--- config.mk ---
export PLATFORM = sky130hd
export DESIGN_NAME = spi_slave_frm_flat
export DESIGN_NICKNAME = d
export VERILOG_FILES = /design/src/rtl/spi_slave_frm_if.sv /design/src/rtl/spi_slave_frm.sv /design/src/flat_wrapper.sv
export SDC_FILE = /design/constraint.sdc
export NUM_CORES = 1
export LEC_CHECK = 0
export ABC_AREA = 1
export ABC_CLOCK_PERIOD_IN_PS = 1580
export BUFFER_PORTS_ARGS = -buffer_cell sky130_fd_sc_hd__buf_2
export CAP_MARGIN = 30
export CORE_MARGIN = 1
export CORE_UTILIZATION = 55
export DETAILED_ROUTE_END_ITERATION = 8
export HOLD_SLACK_MARGIN = 0.02
export PLACE_DENSITY = 0.79
export SLEW_MARGIN = 20
export SYNTH_ARGS = -nofsm -noshare
export SYNTH_HDL_FRONTEND = slang
export SYNTH_SLANG_ARGS = --single-unit
--- constraint.sdc ---
create_clock -name clk -period 1.58 [get_ports clk]
set_input_delay 0.395 -clock clk [delete_from_list [all_inputs] [get_ports clk]]
set_output_delay 0.395 -clock clk [all_outputs]
set_load 0.02 [all_outputs]
--- src/rtl/spi_slave_frm_if.sv ---
// Signal bundle between the SPI slave front end and its bus/memory side.
interface spi_slave_frm_if #(
  parameter int DATA_W = 8,
  parameter int CMD_W  = 2
);
  localparam int RX_W = CMD_W + DATA_W;

  logic              SS_n;
  logic              MOSI;
  logic [DATA_W-1:0] tx_data;
  logic              tx_valid;
  logic [RX_W-1:0]   rx_data;
  logic              rx_valid;
  logic              MISO;
  logic              busy;
  logic              frame_err;

  modport slave (
    input  SS_n, MOSI, tx_data, tx_valid,
    output rx_data, rx_valid, MISO, busy, frame_err
  );

  modport master (
    output SS_n, MOSI, tx_data, tx_valid,
    input  rx_data, rx_valid, MISO, busy, frame_err
  );
endinterface

--- src/rtl/spi_slave_frm.sv ---
// SPI slave framer: command/payload deserialiser, read-data serialiser, abort/timeout handling.
// Optional even-parity framing is enabled with `define SPI_SLAVE_PARITY_EN.
module spi_slave_frm #(
  parameter int DATA_W     = 8,
  parameter int CMD_W      = 2,
  parameter int TX_TIMEOUT = 15
) (
  input logic            clk,
  input logic            rst_n,
  spi_slave_frm_if.slave bus
);
  localparam int RX_W = CMD_W + DATA_W;
`ifdef SPI_SLAVE_PARITY_EN
  localparam int PAR = 1;
`else
  localparam int PAR = 0;
`endif
  localparam int RXL     = RX_W + PAR;
  localparam int TXL     = DATA_W + PAR;
  localparam int LEN_MAX = (RXL > TXL) ? RXL : TXL;
  localparam int CNT_MAX = (LEN_MAX > TX_TIMEOUT) ? LEN_MAX : TX_TIMEOUT;
  localparam int CW      = $clog2(CNT_MAX + 1);

  localparam logic [CW-1:0] RX_LAST = CW'(RXL - 1);
  localparam logic [CW-1:0] RX_END  = CW'(RX_W);
  localparam logic [CW-1:0] TX_END  = CW'(TXL);
  localparam logic [CW-1:0] TO_LAST = CW'(TX_TIMEOUT - 1);

  typedef enum logic [2:0] {
    IDLE, CHK_CMD, WRITE, READ_ADDR, READ_WAIT, READ_DATA
  } state_t;

  state_t          state, state_d;
  logic [CW-1:0]   cnt, cnt_d;
  logic [RX_W-1:0] rx_data, rx_data_d;
  logic            rx_valid, rx_valid_d;
  logic            miso, miso_d;
  logic            frame_err, frame_err_d;
  logic            read_flag, read_flag_d;
  logic            done, done_d;
  logic            tx_ph, tx_ph_d;
  logic [TXL-1:0]  tx_sh, tx_sh_d, tx_load;
  logic            par_ok;

`ifdef SPI_SLAVE_PARITY_EN
  logic rx_par, rx_par_d;
  assign tx_load = {bus.tx_data, ^bus.tx_data};
  assign par_ok  = ~(rx_par ^ bus.MOSI);
`else
  assign tx_load = bus.tx_data;
  assign par_ok  = 1'b1;
`endif

  always_comb begin
    state_d     = state;
    cnt_d       = cnt;
    rx_data_d   = rx_data;
    rx_valid_d  = 1'b0;
    miso_d      = miso;
    frame_err_d = frame_err;
    read_flag_d = read_flag;
    done_d      = done;
    tx_ph_d     = tx_ph;
    tx_sh_d     = tx_sh;
`ifdef SPI_SLAVE_PARITY_EN
    rx_par_d    = rx_par;
`endif
    unique case (state)
      IDLE: begin
        miso_d = 1'b0;
        if (!bus.SS_n) begin
          state_d     = CHK_CMD;
          frame_err_d = 1'b0;
        end
      end
      CHK_CMD: begin
        cnt_d   = '0;
        done_d  = 1'b0;
        tx_ph_d = 1'b0;
`ifdef SPI_SLAVE_PARITY_EN
        rx_par_d = 1'b0;
`endif
        if (bus.SS_n) begin
          state_d     = IDLE;
          frame_err_d = 1'b1;
        end else if (!bus.MOSI) begin
          state_d = WRITE;
        end else if (read_flag) begin
          state_d = READ_DATA;
        end else begin
          state_d = READ_ADDR;
        end
      end
      READ_WAIT: begin
        if (bus.SS_n) begin
          state_d     = IDLE;
          frame_err_d = 1'b1;
        end else if (bus.tx_valid) begin
          // first bit goes out straight from the load; the register keeps the rest
          miso_d  = tx_load[TXL-1];
          tx_sh_d = tx_load << 1;
          cnt_d   = CW'(1);
          tx_ph_d = 1'b1;
          state_d = READ_DATA;
        end else if (cnt == TO_LAST) begin
          frame_err_d = 1'b1;
          read_flag_d = 1'b0;
          state_d     = IDLE;
        end else begin
          cnt_d = cnt + 1'b1;
        end
      end
      WRITE, READ_ADDR, READ_DATA: begin
        if (bus.SS_n) begin
          state_d = IDLE;
          miso_d  = 1'b0;
          if (!done) begin
            frame_err_d = 1'b1;
            if (tx_ph) read_flag_d = 1'b0;
          end
        end else if (done) begin
          state_d = state;
        end else if (tx_ph) begin
          if (cnt == TX_END) begin
            miso_d      = 1'b0;
            read_flag_d = 1'b0;
            done_d      = 1'b1;
          end else begin
            miso_d  = tx_sh[TXL-1];
            tx_sh_d = tx_sh << 1;
            cnt_d   = cnt + 1'b1;
          end
        end else begin
          if (cnt < RX_END) begin
            rx_data_d = {rx_data[RX_W-2:0], bus.MOSI};
`ifdef SPI_SLAVE_PARITY_EN
            rx_par_d  = rx_par ^ bus.MOSI;
`endif
          end
          cnt_d = cnt + 1'b1;
          if (cnt == RX_LAST) begin
            if (par_ok) begin
              rx_valid_d = 1'b1;
              if (state == READ_ADDR) read_flag_d = 1'b1;
              if (state == READ_DATA) begin
                state_d = READ_WAIT;
                cnt_d   = '0;
              end else begin
                done_d = 1'b1;
              end
            end else begin
              frame_err_d = 1'b1;
              done_d      = 1'b1;
            end
          end
        end
      end
      default: state_d = IDLE;
    endcase
  end

  always_ff @(posedge clk) begin
    if (!rst_n) begin
      state     <= IDLE;
      cnt       <= '0;
      rx_data   <= '0;
      rx_valid  <= 1'b0;
      miso      <= 1'b0;
      frame_err <= 1'b0;
      read_flag <= 1'b0;
      done      <= 1'b0;
      tx_ph     <= 1'b0;
      tx_sh     <= '0;
`ifdef SPI_SLAVE_PARITY_EN
      rx_par    <= 1'b0;
`endif
    end else begin
      state     <= state_d;
      cnt       <= cnt_d;
      rx_data   <= rx_data_d;
      rx_valid  <= rx_valid_d;
      miso      <= miso_d;
      frame_err <= frame_err_d;
      read_flag <= read_flag_d;
      done      <= done_d;
      tx_ph     <= tx_ph_d;
      tx_sh     <= tx_sh_d;
`ifdef SPI_SLAVE_PARITY_EN
      rx_par    <= rx_par_d;
`endif
    end
  end

  assign bus.rx_data   = rx_data;
  assign bus.rx_valid  = rx_valid;
  assign bus.MISO      = miso;
  assign bus.busy      = (state != IDLE);
  assign bus.frame_err = frame_err;
endmodule

--- src/flat_wrapper.sv ---
// flat-port wrapper written by rule: the top's interface ports become plain ports
module spi_slave_frm_flat 
#(
  parameter int DATA_W     = 8,
  parameter int CMD_W      = 2,
  parameter int TX_TIMEOUT = 15
)
  (clk, rst_n, bus_SS_n, bus_MOSI, bus_tx_data, bus_tx_valid, bus_rx_data, bus_rx_valid, bus_MISO, bus_busy, bus_frame_err);
  spi_slave_frm_if #(.DATA_W(DATA_W), .CMD_W(CMD_W)) bus_i ();
  input logic clk;
  input logic rst_n;
  input wire logic [$bits(bus_i.SS_n)-1:0] bus_SS_n;
  input wire logic [$bits(bus_i.MOSI)-1:0] bus_MOSI;
  input wire logic [$bits(bus_i.tx_data)-1:0] bus_tx_data;
  input wire logic [$bits(bus_i.tx_valid)-1:0] bus_tx_valid;
  output wire logic [$bits(bus_i.rx_data)-1:0] bus_rx_data;
  output wire logic [$bits(bus_i.rx_valid)-1:0] bus_rx_valid;
  output wire logic [$bits(bus_i.MISO)-1:0] bus_MISO;
  output wire logic [$bits(bus_i.busy)-1:0] bus_busy;
  output wire logic [$bits(bus_i.frame_err)-1:0] bus_frame_err;
  assign bus_i.SS_n = bus_SS_n;
  assign bus_i.MOSI = bus_MOSI;
  assign bus_i.tx_data = bus_tx_data;
  assign bus_i.tx_valid = bus_tx_valid;
  assign bus_rx_data = bus_i.rx_data;
  assign bus_rx_valid = bus_i.rx_valid;
  assign bus_MISO = bus_i.MISO;
  assign bus_busy = bus_i.busy;
  assign bus_frame_err = bus_i.frame_err;
  spi_slave_frm #(.DATA_W(DATA_W), .CMD_W(CMD_W), .TX_TIMEOUT(TX_TIMEOUT)) u_core (.clk(clk), .rst_n(rst_n), .bus(bus_i));
endmodule
==> flow_metrics.tcl, run 1 <==
set metrics [dict create \
    stdcell_area_sq_um 2250 \
    fin_skew_ns 0.00964 \
    synth_mux_area_share_pct 0 \
    drc 1 \
    cts.hold.buffers_added 0 \
    critical_register_to_register_path_endpoint "u_core.tx_sh[5]" \
    dr.pass1.iters 7 \
    grt.overflow.total 0 \
    cts_tree "done" \
    arrival_ns 1.15 \
    synth_compound_gate_area_share_pct 9.16 \
    hpwl_microns 3000 \
    clock-root-buffer "clkbuf_4" \
    ratio_of_total_power_to_cell_area_nw_per_um2 1600 \
    clock_latency_ns 0.33 \
    rows 19 \
    postRouteAntennaNets 0 \
    drt-wirelength-per-cell_microns 12.7 \
    cts-buffers-inserted 5 \
    synth-adder-area-share_pct 2.91 \
    power.static_leakage_nw 1.15 \
    initial_utilization_pct 60.3 \
    post_synth.cell_area_avg_sq_um 6.37 \
    post_route_cells_drive_above_1_share_pct 33.2 \
    setup_total_negative_slack_ns 0 \
    source_of_the_worst_register_to_register_timing_path "u_core.state[1]" \
    synth_seq_area_share_pct 34.9 \
    worst_path_dominant_cell_family "flip-flops" \
    whs_path_depth 3 \
    synth_top_cells_by_count "nand2_1 (80), nor2_1 (60), dfxtp_1 (30), inv_1 (22), nand3_1 (18)" \
    buffering_stage_count_on_the_worst_path_with_inverters_included 3 \
    syn_nets 287 \
    number_of_nets_in_the_final_layout 338 \
    clock_sinks 30 \
    gp_routability_congestion 0.940 \
    slowest_delay_ns 0.34 \
    ff2ff_setup_slack_ns 0.04 \
    syn-cell-area_sq_um 1720 \
    antenna_cells 0 \
    synth_cells 270 \
    crit_path_top_delay_cell "dfxtp_2" \
    synthFlopType "dfxtp_1" \
    ports_placed_on_the_boundary 27 \
    first_pass_grt_wire_length_microns 7160 \
    chipWidth_microns 57.9 \
    synth_xor_xnor_area_share_pct 0.509 \
    violations "DRC" \
    cts.path.max_buffers 2 \
    finalMaxSlewViolations 0 \
    synthDominantCellAreaShare_pct 34.9 \
    netlist-cell-type-count 26 \
    finalWirelength_microns 4490 \
    cp-startpoint "u_core.state[1]" \
    synth_area_leaders "dfxtp_1 (35%), nand2_1 (17%), nor2_1 (13%)" \
    finalSetupViolCount 0 \
    synth_simple_gate_area_share_pct 44.6 \
    vias_in_the_first_global_route 1742 \
    final_hold_violation_count 0 \
    run_status "finished with violations" \
    synthesis_stage_register_bit_count 30 \
    timing.slew.headroom_pct 76.2 \
    yosys_warnings 0 \
    critPathRequiredTime_ns 1.18 \
    async_flop_share_pct 0 \
    timing.critical_path.mode_cell "inv_2" \
    post-synth-top-area-cell "dfxtp_1" \
    vias 1889 \
    port_buffers 26 \
    floorplan.die.height_microns 57.9 \
    maxClockFrequency_ghz 0.648 \
    antenna_found_initial 0 \
    htree_levels 2 \
    regArea_sq_um 612 \
    reg2reg_depth 10 \
    drv_cap 0 \
    area_delta_synth_final_pct 30.8 \
    clkTransAtPathRegs_ns 0.10 \
    multi_input_comb_area_sq_um 1130 \
    die_area_sq_um 3360 \
    number_of_enable_type_register_cells_in_the_synthesized_netlist 0 \
    irDropWorstVdd_v 0.000893 \
    drt-initial-drc-count 95 \
    synth_top_family_by_area "simple AND/OR/NAND/NOR gates" \
    timing.final.crit_period_ns 1.54 \
    timing_worst_slew_pin_value_ns 0.353 \
    crit_path_max_fanout 3 \
    routed_via_density 5.35 \
    grt_util_all_layers_pct 27.8 \
    criticalPathCategory "reg2out" \
    fillerInstances 215 \
    cp-start-kind "register" \
    grt_setup_unrepaired "true" \
    core-area_sq_um 2850 \
    grt_max_degree 25 \
    finalCritPeriodShare_pct 97.7 \
    path_cells "inv_2, nand2_2, nor2_4, inv_2, buf_6" \
    post-route-util_pct 78.9 \
    end_kind "output pin" \
    critical_path.endpoint "bus_busy" \
    synth_most_common_cell "nand2_1" \
    worst-path-stages 5 \
    dpl-instance-area_sq_um 1960 \
    hp-class "in2reg" \
]
==> report_power, final <==
part | internal, W | switching [W] | total, W | leakage, nW
Clock | 0.000215 | 0.000274 | 0.000490 | 0.0353
Sequential | 0.000954 | 0.000136 | 0.00109 | 0.247
Combinational | 0.000790 | 0.00122 | 0.00201 | 0.869
Total | 0.00196 | 0.00163 | 0.00359 | 1.15
==> stage by stage <==
stage / power [W] / instances / hold slack (ns) / setup WS [ns]
6_report: 0.00359 / 353 / 0.320 / 0.0368
4_1_cts: 0.00332 / 349 / 0.309 / -0.0136
3_3_place_gp: 0.00264 / 336 / 0.462 / 0.0295
5_1_grt: 0.00386 / 353 / 0.314 / -0.0585
3_5_place_dp: 0.00267 / 336 / 0.463 / -0.0171
2_1_floorplan: 0.00226 / 270 / 0.455 / 0.125
==> cells in the final DEF, fill, tap and decap left out, types with 3 or more instances in the layout <==
| cell type | Yosys | layout |
|---|---|---|
| inv_1 | 22 | 18 |
| nand3_2 | 4 | 12 |
| nand2_2 | 1 | 4 |
| o21ai_0 | 17 | 17 |
| buf_4 | 1 | 20 |
| nor2_4 | 1 | 5 |
| ha_1 | 4 | 3 |
| a21oi_1 | 8 | 7 |
| inv_2 | 3 | 5 |
| nand2_4 | 3 | 3 |
| dfxtp_1 | 30 | 25 |
| buf_6 | 2 | 3 |
| buf_2 | 1 | 26 |
| a21oi_2 | 2 | 3 |
| nand3_1 | 18 | 9 |
| dfxtp_2 | 0 | 3 |
| nor2_1 | 60 | 53 |
| nor2_2 | 3 | 7 |
| nand2_1 | 80 | 75 |
| clkbuf_4 | 0 | 5 |
==> worst min-delay path, stage by stage <==
cell,delay [ns]
buf_2,0.10
nand3_2,0.06
a21oi_2,0.04
==> how the worst min path moves through the flow <==
| stage | from | slack [ns] | to |
|---|---|---|---|
| floorplan | u_core.tx_sh[2] | 0.45 | u_core.tx_sh[2] |
| global placement | u_core.tx_sh[4] | 0.46 | u_core.tx_sh[4] |
| detailed placement | u_core.bus.frame_err | 0.46 | u_core.bus.frame_err |
| CTS | bus_tx_data[0] | 0.31 | u_core.tx_sh[1] |
| global route | bus_tx_data[0] | 0.31 | u_core.tx_sh[1] |
| finish | bus_tx_data[0] | 0.32 | u_core.tx_sh[1] |
==> repair_timing <==
item                                    in CTS  in global routing
hold endpoints to repair                     0                  0
gates resized for setup                     14                 35
pin swaps                                    1                  9
setup buffers                                4                  4
endpoints found under the setup margin      11                 25
cloned                                       1                  1
==> kinds of logic (layout without fill, tap and decap cells) <==
group,after synthesis,after routing
xor+xnor,1,1
compound gates,29,29
simple gates,175,176
fa+ha+maj,4,4
flops,30,30
buf+inv,31,82
==> area by class of cell <==
type | instances | area share, %
sequential | 30 | 27.2
inverter | 25 | 4.39
clock inverter | 1 | 0.222
multi-input combinational | 210 | 50.1
timing repair buffer | 49 | 14.0
clock buffer | 7 | 2.45
tap | 31 | 1.72
==> layer usage <==
metal | track usage, % | vias to the layer above | wire (microns)
met5 | 0 | - | 0
met4 | 12.2 | 0 | 150
met3 | 6.92 | 15 | 236
met2 | 47.0 | 62 | 2120
met1 | 33.6 | 859 | 1980
li1 | - | 953 | -
==> registers in the layout, indices dropped and copies added (netlist names) <==
name / cells
u_core.tx_ph: 1
u_core.bus.frame_err: 1
u_core.tx_sh: 7
u_core.state: 3
u_core.bus.MISO: 1
u_core.read_flag: 1
u_core.bus.rx_data: 10
u_core.bus.rx_valid: 1
u_core.done: 1
u_core.cnt: 4
Note: power is estimated with default switching activity, not from simulation.
==> run 2, diff against run 1 <==
--- a/config.mk
+++ b/config.mk
@@ -6,7 +6,7 @@
 export NUM_CORES = 1
 export LEC_CHECK = 0
 export ABC_AREA = 1
-export ABC_CLOCK_PERIOD_IN_PS = 1580
+export ABC_CLOCK_PERIOD_IN_PS = 1500
 export BUFFER_PORTS_ARGS = -buffer_cell sky130_fd_sc_hd__buf_2
 export CAP_MARGIN = 30
 export CORE_MARGIN = 1
==> constraint.sdc (replaced) <==
create_clock -name clk -period 1.5 [get_ports clk]
set_input_delay 0.375 -clock clk [delete_from_list [all_inputs] [get_ports clk]]
set_output_delay 0.375 -clock clk [all_outputs]
set_load 0.02 [all_outputs]
==> flow_metrics.tcl, run 2 (synthesis gave the netlist of run 1 again) <==
set metrics [dict create \
    violations "DRC, setup timing" \
    run_status "finished with violations" \
    irDropWorstVdd_v 0.00114 \
    cts.path.max_buffers 2 \
    initial_utilization_pct 60.3 \
    min_from "bus_tx_data[0]" \
    chipWidth_microns 57.9 \
    core-area_sq_um 2850 \
    ports_placed_on_the_boundary 27 \
    drt-wirelength-per-cell_microns 13.6 \
    grt_util_all_layers_pct 28.3 \
    port_buffers 26 \
    htree_levels 2 \
    cts-buffers-inserted 5 \
    fin_skew_ns 0.0117 \
    grt.met3_usage_pct 5.58 \
    biggestRegsByFlops "u_core.bus.rx_data x10, u_core.tx_sh x7, u_core.cnt x4" \
    cp-startpoint "u_core.cnt[0]" \
    source_of_the_worst_register_to_register_timing_path "u_core.cnt[0]" \
    finalCritPeriodShare_pct 102 \
    post_route_cells_drive_above_1_share_pct 36.3 \
    power.static_leakage_nw 1.22 \
    finalWirelength_microns 4970 \
    number_of_nets_in_the_final_layout 349 \
    finalMaxSlewViolations 0 \
    ff2ff_setup_slack_ns -0.04 \
    grt_setup_unrepaired "true" \
    pre_cts_ws_ns -0.108 \
    commonest_non_fill_non_tap_cell_in_the_layout "nand2_1" \
    drc 1 \
    vias_in_the_first_global_route 1683 \
    cts_tree "done" \
    largest_register_ffs 10 \
    hp-class "in2reg" \
    hpwl_microns 3060 \
    clock-root-buffer "clkbuf_4" \
    report.power.total_w 0.00409 \
    grt_use_met1_pct 34.5 \
    drv_cap 0 \
    area_delta_synth_final_pct 39.7 \
    floorplan.die.height_microns 57.9 \
    groute.layer.met2.usage_pct 48.6 \
    clkTransAtPathRegs_ns 0.11 \
    drt-initial-drc-count 128 \
    ratio_of_total_power_to_cell_area_nw_per_um2 1700 \
    cp-start-kind "register" \
    die_area_sq_um 3360 \
    dr.pass1.iters 6 \
    first_pass_grt_wire_length_microns 7250 \
    crit_path_max_fanout 7 \
    mostFrequentLayoutCells "nand2_1 (76), nor2_1 (50), buf_4 (28), buf_2 (26), dfxtp_1 (25)" \
    final_hold_violation_count 0 \
    antenna_found_initial 0 \
    timing.slew.headroom_pct 75.1 \
    criticalPathCategory "reg2reg" \
    postRouteAntennaNets 0 \
    end_kind "register" \
    vias 1983 \
    antenna_cells 0 \
    rows 19 \
    maxClockFrequency_ghz 0.651 \
    routed_via_density 5.45 \
    clock_sinks 30 \
    finalSetupViolCount 7 \
    grt_max_degree 25 \
    arrival_ns 1.79 \
    gp_routability_congestion 0.909 \
    timing.final.crit_period_ns 1.54 \
    fin_worst_hold_slack_ns 0.298 \
    setup_ws_ns -0.0363 \
    timing_worst_slew_pin_value_ns 0.374 \
    setup_total_negative_slack_ns -0.128 \
    regMostFlops "u_core.bus.rx_data" \
    clock_latency_ns 0.34 \
    most_used_layer_global_route "met2" \
    grt.overflow.total 0 \
    critPathRequiredTime_ns 1.75 \
]
run 2: worst paths after layout:
kind / end / cells past startpoint
hold / removal: u_core.tx_sh[1] / 3
setup / recovery: u_core.tx_sh[7] / 11
hold reg to reg: u_core.bus.frame_err / 2
setup reg to reg: u_core.tx_sh[7] / 11
run 2: final cells by class:
cell class                 count  area, sq um
sequential                    30          612
multi-input combinational    209         1140
inverter                      25         98.8
tap                           31         38.8
fill                         183          449
clock buffer                   6         51.3
timing repair buffer          61          450
clock inverter                 2         12.5
run 2: report_power, final:
group / switching [W] / internal (W) / total (W)
sequential: 0.000150 / 0.00100 / 0.00115
combinational: 0.00137 / 0.00103 / 0.00240
clock: 0.000311 / 0.000225 / 0.000536
total: 0.00183 / 0.00226 / 0.00409
run 2: per-layer routing:
metal | vias to the layer above | share of wire, %
li1 | 969 | -
met1 | 916 | 43
met2 | 77 | 47
met3 | 21 | 6.6
met4 | 0 | 3.1
met5 | - | 0
run 2: timing repair:
action	4_1_cts	5_1_grt
hold buffers	0	0
setup buffers	4	7
gates cloned	0	2
pin swaps	2	12
setup endpoints to repair	15	26
gates resized for setup	19	38
run 2: per-stage QoR:
| stage | instances | util [%] | area, sq um |
|---|---|---|---|
| after detailed placement | 343 | 71.0 | 2020 |
| after global routing | 364 | 84.3 | 2400 |
| final | 364 | 84.3 | 2400 |
| after CTS | 355 | 76.1 | 2170 |
| after floorplan | 270 | - | 1720 |
| after global placement | 343 | 71.0 | 2020 |
run 2: worst max-delay path, cell delays in order (launching register included):
cell	delay, ns
dfxtp_2	0.36
inv_2	0.07
ha_4	0.16
nand3_4	0.09
nand2_1	0.07
nand2_1	0.09
nand3_2	0.09
nor2_4	0.18
buf_12	0.14
nand3_1	0.07
nand2_1	0.07
nor2_1	0.04
==> run 3, diff against run 2 <==
--- a/config.mk
+++ b/config.mk
@@ -7,13 +7,13 @@
 export LEC_CHECK = 0
 export ABC_AREA = 1
 export ABC_CLOCK_PERIOD_IN_PS = 1500
-export BUFFER_PORTS_ARGS = -buffer_cell sky130_fd_sc_hd__buf_2
 export CAP_MARGIN = 30
 export CORE_MARGIN = 1
 export CORE_UTILIZATION = 55
 export DETAILED_ROUTE_END_ITERATION = 8
+export DONT_BUFFER_PORTS = 1
 export HOLD_SLACK_MARGIN = 0.02
-export PLACE_DENSITY = 0.79
+export PLACE_DENSITY = 0.71
 export SLEW_MARGIN = 20
 export SYNTH_ARGS = -nofsm -noshare
 export SYNTH_HDL_FRONTEND = slang
==> flow_metrics.tcl, run 3 (synthesis gave the netlist of run 1 again) <==
set metrics [dict create \
    run_status "finished with violations" \
    violations "DRC, setup timing" \
    drt-initial-drc-count 122 \
    path_cells "inv_1, nand3_2, nand2_1, nand2_2, nand3_4, nor2_4, nand3_2, nand2_1, nor2_1" \
    vias_in_the_first_global_route 1607 \
    pre_cts_ws_ns -0.0563 \
    drt-wirelength-per-cell_microns 13.4 \
    grt.overflow.total 0 \
    fin_skew_ns 0.00895 \
    die_area_sq_um 3360 \
    ratio_of_total_power_to_cell_area_nw_per_um2 1750 \
    regMostFlops "u_core.bus.rx_data" \
    postRouteAntennaNets 0 \
    first_pass_grt_wire_length_microns 6710 \
    grt_util_all_layers_pct 26.2 \
    cts_tree "done" \
    drv_cap 0 \
    worstHoldEndpoint "u_core.state[2]" \
    initial_utilization_pct 60.3 \
    mostFrequentLayoutCells "nand2_1 (76), nor2_1 (52), buf_4 (26), dfxtp_1 (25)" \
    timing.slew.headroom_pct 77.7 \
    fillerInstances 217 \
    routed_via_density 5.31 \
    grt_max_degree 26 \
    htree_levels 2 \
    grt_setup_unrepaired "true" \
    number_of_nets_in_the_final_layout 320 \
    finalMaxSlewViolations 0 \
    chipWidth_microns 57.9 \
    finalCritPeriodShare_pct 104 \
    clkTransAtPathRegs_ns 0.10 \
    gp_routability_congestion 0.883 \
    largest_register_ffs 10 \
    finalWirelength_microns 4490 \
    crit_path_top_delay_cell "dfxtp_1" \
    cts.hold.buffers_added 0 \
    finalSetupViolCount 7 \
    power.static_leakage_nw 1.07 \
    drc 1 \
    regArea_sq_um 609 \
    hpwl_microns 2890 \
    post-route-util_pct 78.4 \
    arrival_ns 1.80 \
    critical_register_to_register_path_endpoint "u_core.tx_sh[2]" \
    reg2reg_depth 9 \
    antenna_cells 0 \
    whs_path_depth 2 \
    maxClockFrequency_ghz 0.642 \
    timing.final.crit_period_ns 1.56 \
    clock_latency_ns 0.34 \
    rows 19 \
    min_from "rst_n" \
    final_hold_violation_count 0 \
    ff2ff_setup_slack_ns -0.06 \
    source_of_the_worst_register_to_register_timing_path "u_core.cnt[2]" \
    cp-start-kind "register" \
    commonest_non_fill_non_tap_cell_in_the_layout "nand2_1" \
    hp-class "in2reg" \
    dr.pass1.iters 6 \
    floorplan.die.height_microns 57.9 \
    clock-root-buffer "clkbuf_4" \
    setup_total_negative_slack_ns -0.146 \
    timing_worst_slew_pin_value_ns 0.334 \
    criticalPathCategory "reg2reg" \
    port_buffers 0 \
    area_delta_synth_final_pct 30.0 \
    core-area_sq_um 2850 \
    post_route_cells_drive_above_1_share_pct 30.6 \
    multi_input_comb_area_sq_um 1150 \
    antenna_found_initial 0 \
    irDropWorstVdd_v 0.00111 \
    clock_sinks 30 \
    end_kind "register" \
    crit_path_max_fanout 7 \
    biggestRegsByFlops "u_core.bus.rx_data x10, u_core.tx_sh x7, u_core.cnt x4" \
    cts-buffers-inserted 5 \
    ports_placed_on_the_boundary 27 \
    setup_ws_ns -0.0584 \
    vias 1779 \
    slowest_delay_ns 0.45 \
    critPathRequiredTime_ns 1.74 \
    cts.path.max_buffers 2 \
]
[run 3: what timing repair did]
| action | CTS | global route |
|---|---|---|
| pin swaps | 2 | 19 |
| cloned | 1 | 0 |
| setup endpoints to repair | 12 | 26 |
| setup buffers | 4 | 9 |
| resized for setup | 13 | 46 |
| hold endpoints to repair | 0 | 0 |
[run 3: stage by stage]
stage	power, W	std cells	hold slack [ns]	area (sq um)
after CTS	0.00341	326	0.126	1980
final	0.00392	335	0.134	2240
after floorplan	0.00238	270	0.455	1720
after global placement	0.00275	313	0.466	1850
after detailed placement	0.00276	313	0.481	1850
after global routing	0.00419	335	0.132	2240
[run 3: layout make-up]
cell class / count / area share, %
clock inverter: 2 / 0.559
clock buffer: 6 / 2.29
multi-input combinational: 210 / 51.5
tap: 31 / 1.73
sequential: 30 / 27.2
timing repair buffer: 31 / 11.8
inverter: 25 / 4.87
[run 3: how the worst max path moves through the flow]
stage / slack, ns / start / endpoint
after floorplan: 0.04 / u_core.cnt[0] / u_core.tx_sh[3]
after global placement: -0.02 / u_core.cnt[0] / u_core.tx_sh[7]
after detailed placement: -0.06 / u_core.cnt[0] / u_core.tx_sh[4]
after CTS: -0.03 / u_core.state[0] / bus_busy
after global routing: -0.14 / u_core.cnt[2] / u_core.tx_sh[2]
final: -0.06 / u_core.cnt[2] / u_core.tx_sh[2]
[run 3: power breakdown]
part           switching [W]  internal, W
Sequential          0.000243      0.00100
Clock               0.000307     0.000225
Combinational        0.00124     0.000901
[run 3: critical path, delay by kind of cell, from the launching register on]
family / cells / cell delay, ns
buffers and inverters: 1 / 0.16
DFF: 1 / 0.45
and+or+nand+nor: 8 / 0.84
[run 3: routing by layer]
| metal | up-vias | global-route usage, % | share of wire (%) |
|---|---|---|---|
| met4 | 0 | 11.2 | 2.4 |
| li1 | 911 | - | - |
| met2 | 49 | 41.7 | 47 |
| met1 | 805 | 33.8 | 44 |
| met3 | 14 | 6.70 | 5.7 |
| met5 | - | 0 | 0 |
